===== config.mk =====
export PLATFORM = sky130hd
export DESIGN_NAME = param_accumulator
export DESIGN_NICKNAME = d
export VERILOG_FILES = /design/src/rtl/param_accumulator.sv
export SDC_FILE = /design/constraint.sdc
export NUM_CORES = 1
export LEC_CHECK = 0
export ABC_AREA = 0
export BUFFER_PORTS_ARGS = -buffer_cell sky130_fd_sc_hd__buf_2
export CAP_MARGIN = 10
export CORE_UTILIZATION = 28
export DETAILED_ROUTE_END_ITERATION = 16
export GPL_TIMING_DRIVEN = 1
export PLACE_DENSITY_LB_ADDON = 0.05
export SLEW_MARGIN = 10
export SYNTH_ARGS = -nofsm -noshare
export SYNTH_HDL_FRONTEND = slang
export SYNTH_SLANG_ARGS = --single-unit

===== constraint.sdc =====
create_clock -name clk -period 1.74 [get_ports clk]
set_input_delay 0.435 -clock clk [delete_from_list [all_inputs] [get_ports clk]]
set_output_delay 0.435 -clock clk [all_outputs]
set_load 0.05 [all_outputs]

===== src/rtl/param_accumulator.sv =====
// param_accumulator: sums TERMS operands of SIZE bits per batch, with a sticky
// overflow flag and a valid/ready handshake on both the operand and the result.
// Optional build macro: ACCUM_SATURATE_EN clamps acc to all-ones once a batch
// overflows; without it acc wraps modulo 2^SIZE.
//
// state | meaning
// IDLE  | waiting for start; last batch result still visible on acc/carry
// ACC   | accepting operands until TERMS beats have been summed
// DONE  | result presented with out_valid until out_ready is seen
module param_accumulator #(
    parameter int SIZE  = 4,
    parameter int TERMS = 4
) (
    input  logic            clk,
    input  logic            rst_n,
    input  logic            start,
    input  logic            in_valid,
    input  logic [SIZE-1:0] in_data,
    output logic            in_ready,
    output logic [SIZE-1:0] acc,
    output logic            carry,
    output logic            out_valid,
    input  logic            out_ready,
    output logic            busy
);

    // Wide enough to hold TERMS itself, so the count never wraps in a batch.
    localparam int CW = $clog2(TERMS + 1);

    typedef enum logic [1:0] {
        IDLE = 2'd0,
        ACC  = 2'd1,
        DONE = 2'd2
    } state_t;

    state_t        state;
    state_t        state_nxt;
    logic [CW-1:0] count;
    logic          beat;
    logic          last_beat;
    logic [SIZE:0] sum_ext;

    assign beat      = (state == ACC) && in_valid;
    assign last_beat = beat && (count == CW'(TERMS - 1));
    assign sum_ext   = {1'b0, acc} + {1'b0, in_data};

    // Handshake and status outputs are pure decodes of the state register.
    assign in_ready  = (state == ACC);
    assign out_valid = (state == DONE);
    assign busy      = (state != IDLE);

    // State register.
    always_ff @(posedge clk or negedge rst_n) begin
        if (!rst_n) begin
            state <= IDLE;
        end else begin
            state <= state_nxt;
        end
    end

    // Next-state decode; start only matters in IDLE.
    always_comb begin
        state_nxt = state;
        case (state)
            IDLE:    if (start)     state_nxt = ACC;
            ACC:     if (last_beat) state_nxt = DONE;
            DONE:    if (out_ready) state_nxt = IDLE;
            default:                state_nxt = IDLE;
        endcase
    end

    // Accumulator, sticky carry and beat count; cleared on start, updated per accepted beat.
    always_ff @(posedge clk or negedge rst_n) begin
        if (!rst_n) begin
            acc   <= '0;
            carry <= 1'b0;
            count <= '0;
        end else if ((state == IDLE) && start) begin
            acc   <= '0;
            carry <= 1'b0;
            count <= '0;
        end else if (beat) begin
            count <= count + CW'(1);
            carry <= carry | sum_ext[SIZE];
`ifdef ACCUM_SATURATE_EN
            acc   <= (carry | sum_ext[SIZE]) ? '1 : sum_ext[SIZE-1:0];
`else
            acc   <= sum_ext[SIZE-1:0];
`endif
        end
    end

endmodule


==> summary.txt <==
Cells and area
  • N_diodes: 0
  • Fraction of layout cells with a size suffix above 1: 0.299
  • Filler cell count: 189
  • Final Util: 0.384
  • Most frequent cells in the layout: 15 x buf_2, 10 x dfrtp_1, 6 x ha_1
  • Most common cell after layout, fill and taps aside: buf_2
  • Area growth syn-to-layout: 22.9%
  • NumNets Final: 84

Logic synthesis
  • Post-Synth Adder-Cell Area: 0.167
  • Post-Syn Nets: 66
  • Post-synthesis xor/xnor area fraction: 0.0154
  • Synth Area in Simple Gates: 0.105
  • Synth warn: 0
  • Fraction of synthesized area in multiplexers: 0.0176
  • Cell variety after synth: 25
  • Post-Syn Area per Cell: ~11 um^2
  • Largest family of logic cells by synthesized area: compound AO/OA/AOI/OAI gates
  • Synth Area in Compound Gates: 0.200
  • Flops & latches, synth: 10
  • Synth Cell Area: 569 um^2
  • Post-synthesis cell count: 50
  • Sequential share of the synthesized area: 0.440

Worst setup path
  • Critical Path RT: 1.30 ns
  • CP max FO: 8
  • Worst Reg2Reg Path Length in Cells: 5
  • Crit Path Category: reg -> out
  • Worst setup path end: out_valid
  • Setup crit start: state[1]$_DFFE_PN0P_
  • CP Capture Type: output port
  • R2r startpoint: acc[0]$_DFFE_PN0P_
  • Worst reg2reg setup slack: 0.23 ns
  • Cell chain of the critical path: nor2b_1 -> clkbuf_4
  • Largest stage delay, worst path: 0.44 ns
  • Critical-path top delay cell: dfrtp_1
  • Crit start category: flop
  • Crit path arrival time: 1.17 ns
  • Worst R2R End: carry$_DFFE_PN0P_

Clock network
  • CTS H-Tree Depth: 1
  • Post-cts sizing count: 0
  • Clock tree buffer depth: 2
  • CTS buffer count: 3
  • Post-CTS Hold Buffers: 0
  • # Post-CTS Setup Buffers: 0
  • Clk Latency, worst-skew pair: 0.27 ns
  • Root Driver: clkbuf_4
  • Clock slew at reported path FFs: 0.07 ns
  • Sink Count: 10
  • TritonCTS clock tree: done

Detailed routing
  • Routed length on met2: 511 um
  • Via density: 4.70
  • Detailed-route wire length: around 1100 um
  • DR iter-0 viols: 3
  • DR pass1 iterations: 2
  • DRC errors left: 0
  • DR top layer: met3
  • Met1 WL: 563 um
  • Via count: 432
  • Avg WL per Cell: 12.2 um
  • Antenna Violating Nets Remaining: 0
  • Met3 routed WL: 46 um

STA
  • Final setup margin: around 0.13 ns
  • Worst clock skew: 0.00340 ns
  • Slew HR: 0.736
  • Final hold violation count: 0
  • Tmin final: between 1.5 and 2 ns
  • Fin Setup TNS: 0 ns
  • Maximum clock rate: between 600 and 700 MHz
  • Final worst-path cycle share: 0.923
  • Worst-Margin Slew: 0.397 ns
  • Unrepaired setup endpoints after global routing: no
  • Slew Limit Fails: 0
  • Final setup violation count: 0

Global route
  • Vias in the first global route: 430
  • GRT overflow: 0
  • GRT Total Usage: 0.134
  • First-pass GRT wire length: 1980 um
  • Initial antenna violation count: 0
  • Pin count of the biggest net entering global routing: 11

Floorplanning
  • Die Area: 2220 um^2
  • Die Ht: approximately 47 um
  • Starting Density: 0.313
  • Die X: 47.1 um
  • Core Area: 1820 um^2
  • Cell Rows: 15
  • # IOs: 17

Place
  • Port Buffers: 16
  • Gpl congestion: 0.782
  • DP Worst Slack: 0.0720 ns
  • Post-DP HPWL: 842 um

Hold path
  • Hold Crit Class: in -> async

Run status
  • Status: complete, no violations

Pwr
  • Total power: 0.00142 W
  • Total power divided by cell area: around 2000 nW/um^2
  • Max VDD drop: 0.632 mV
  • Static leakage: 0.355 nW

Job
  • Max-cap violation count: 0
## flip-flops by register name (all words and copies together), names as in the netlist
name and count:
count 3, carry 1, state 2, acc 4
## worst max-delay path, delay by kind of cell (launching register included)
| family | cells | cell delay (ns) |
|---|---|---|
| buffers and inverters | 1 | 0.25 |
| DFF | 1 | 0.44 |
| and+or+nand+nor | 1 | 0.20 |
## final cells by class
cell class / instances / area (um^2) / area share
sequential: 10 / 250 / 0.358
clock buffer: 4 / 36.3 / 0.0519
inverter: 3 / 11.3 / 0.0161
tap: 25 / 31.3 / 0.0447
timing repair buffer: 16 / 82.6 / 0.118
multi-input combinational: 34 / 288 / 0.411
## Yosys cell counts
cell type / instances / area (um^2)
a211oi_1: 1 / 7.51
and4_1: 1 / 8.76
inv_1: 3 / 11.3
a311oi_1: 1 / 8.76
ha_1: 6 / 75.1
a211o_1: 1 / 8.76
nor2b_1: 2 / 12.5
and3b_1: 1 / 8.76
nand3b_1: 1 / 7.51
a21o_1: 1 / 7.51
buf_2: 1 / 5.00
nor2_1: 2 / 7.51
o2bb2ai_1: 2 / 17.5
mux2i_1: 1 / 10.0
fa_1: 1 / 20.0
clkbuf_1: 1 / 3.75
or2_0: 1 / 6.26
nand3_1: 1 / 5.00
buf_6: 1 / 11.3
o21ai_0: 2 / 10.0
a21oi_1: 2 / 10.0
xor2_1: 1 / 8.76
nand2_1: 1 / 3.75
dfrtp_1: 10 / 250
a22o_1: 5 / 43.8
## layer usage
layer  vias to the layer above  GRT usage
met4                         0     0.0343
met1                       203      0.182
met2                        10      0.194
met5                         -          0
met3                         0     0.0577
li1                        219          -
## cell families after synthesis
family          count (synthesis)
mux                             1
fa+ha+maj                       7
xor+xnor                        1
flops                          10
simple gates                   10
compound gates                 15
buf+inv                         6
## how the worst min path moves through the flow
stage / from / endpoint / slack (ns) / cells past startpoint
floorplan: rst_n / acc[0]$_DFFE_PN0P_ / 0.14 / 0
global placement: rst_n / acc[3]$_DFFE_PN0P_ / 0.32 / 1
detailed placement: rst_n / acc[3]$_DFFE_PN0P_ / 0.32 / 1
CTS: rst_n / acc[3]$_DFFE_PN0P_ / 0.02 / 1
global route: rst_n / carry$_DFFE_PN0P_ / 0.02 / 1
finish: rst_n / acc[3]$_DFFE_PN0P_ / 0.01 / 1
## where the power goes
group | internal, W | switching [W] | leakage [nW]
sequential | 0.000337 | 0.0000918 | 0.122
combinational | 0.000265 | 0.000514 | 0.212
clock | 0.000127 | 0.0000856 | 0.0210
## through the flow
stage	hold WS [ns]	cells	area, um^2
global placement	0.318	88	661
CTS	0.0204	92	697
floorplan	0.139	50	569
finish	0.0148	92	699
global route	0.0215	92	699
detailed placement	0.318	88	661
Note: power is estimated with default switching activity, not from simulation.
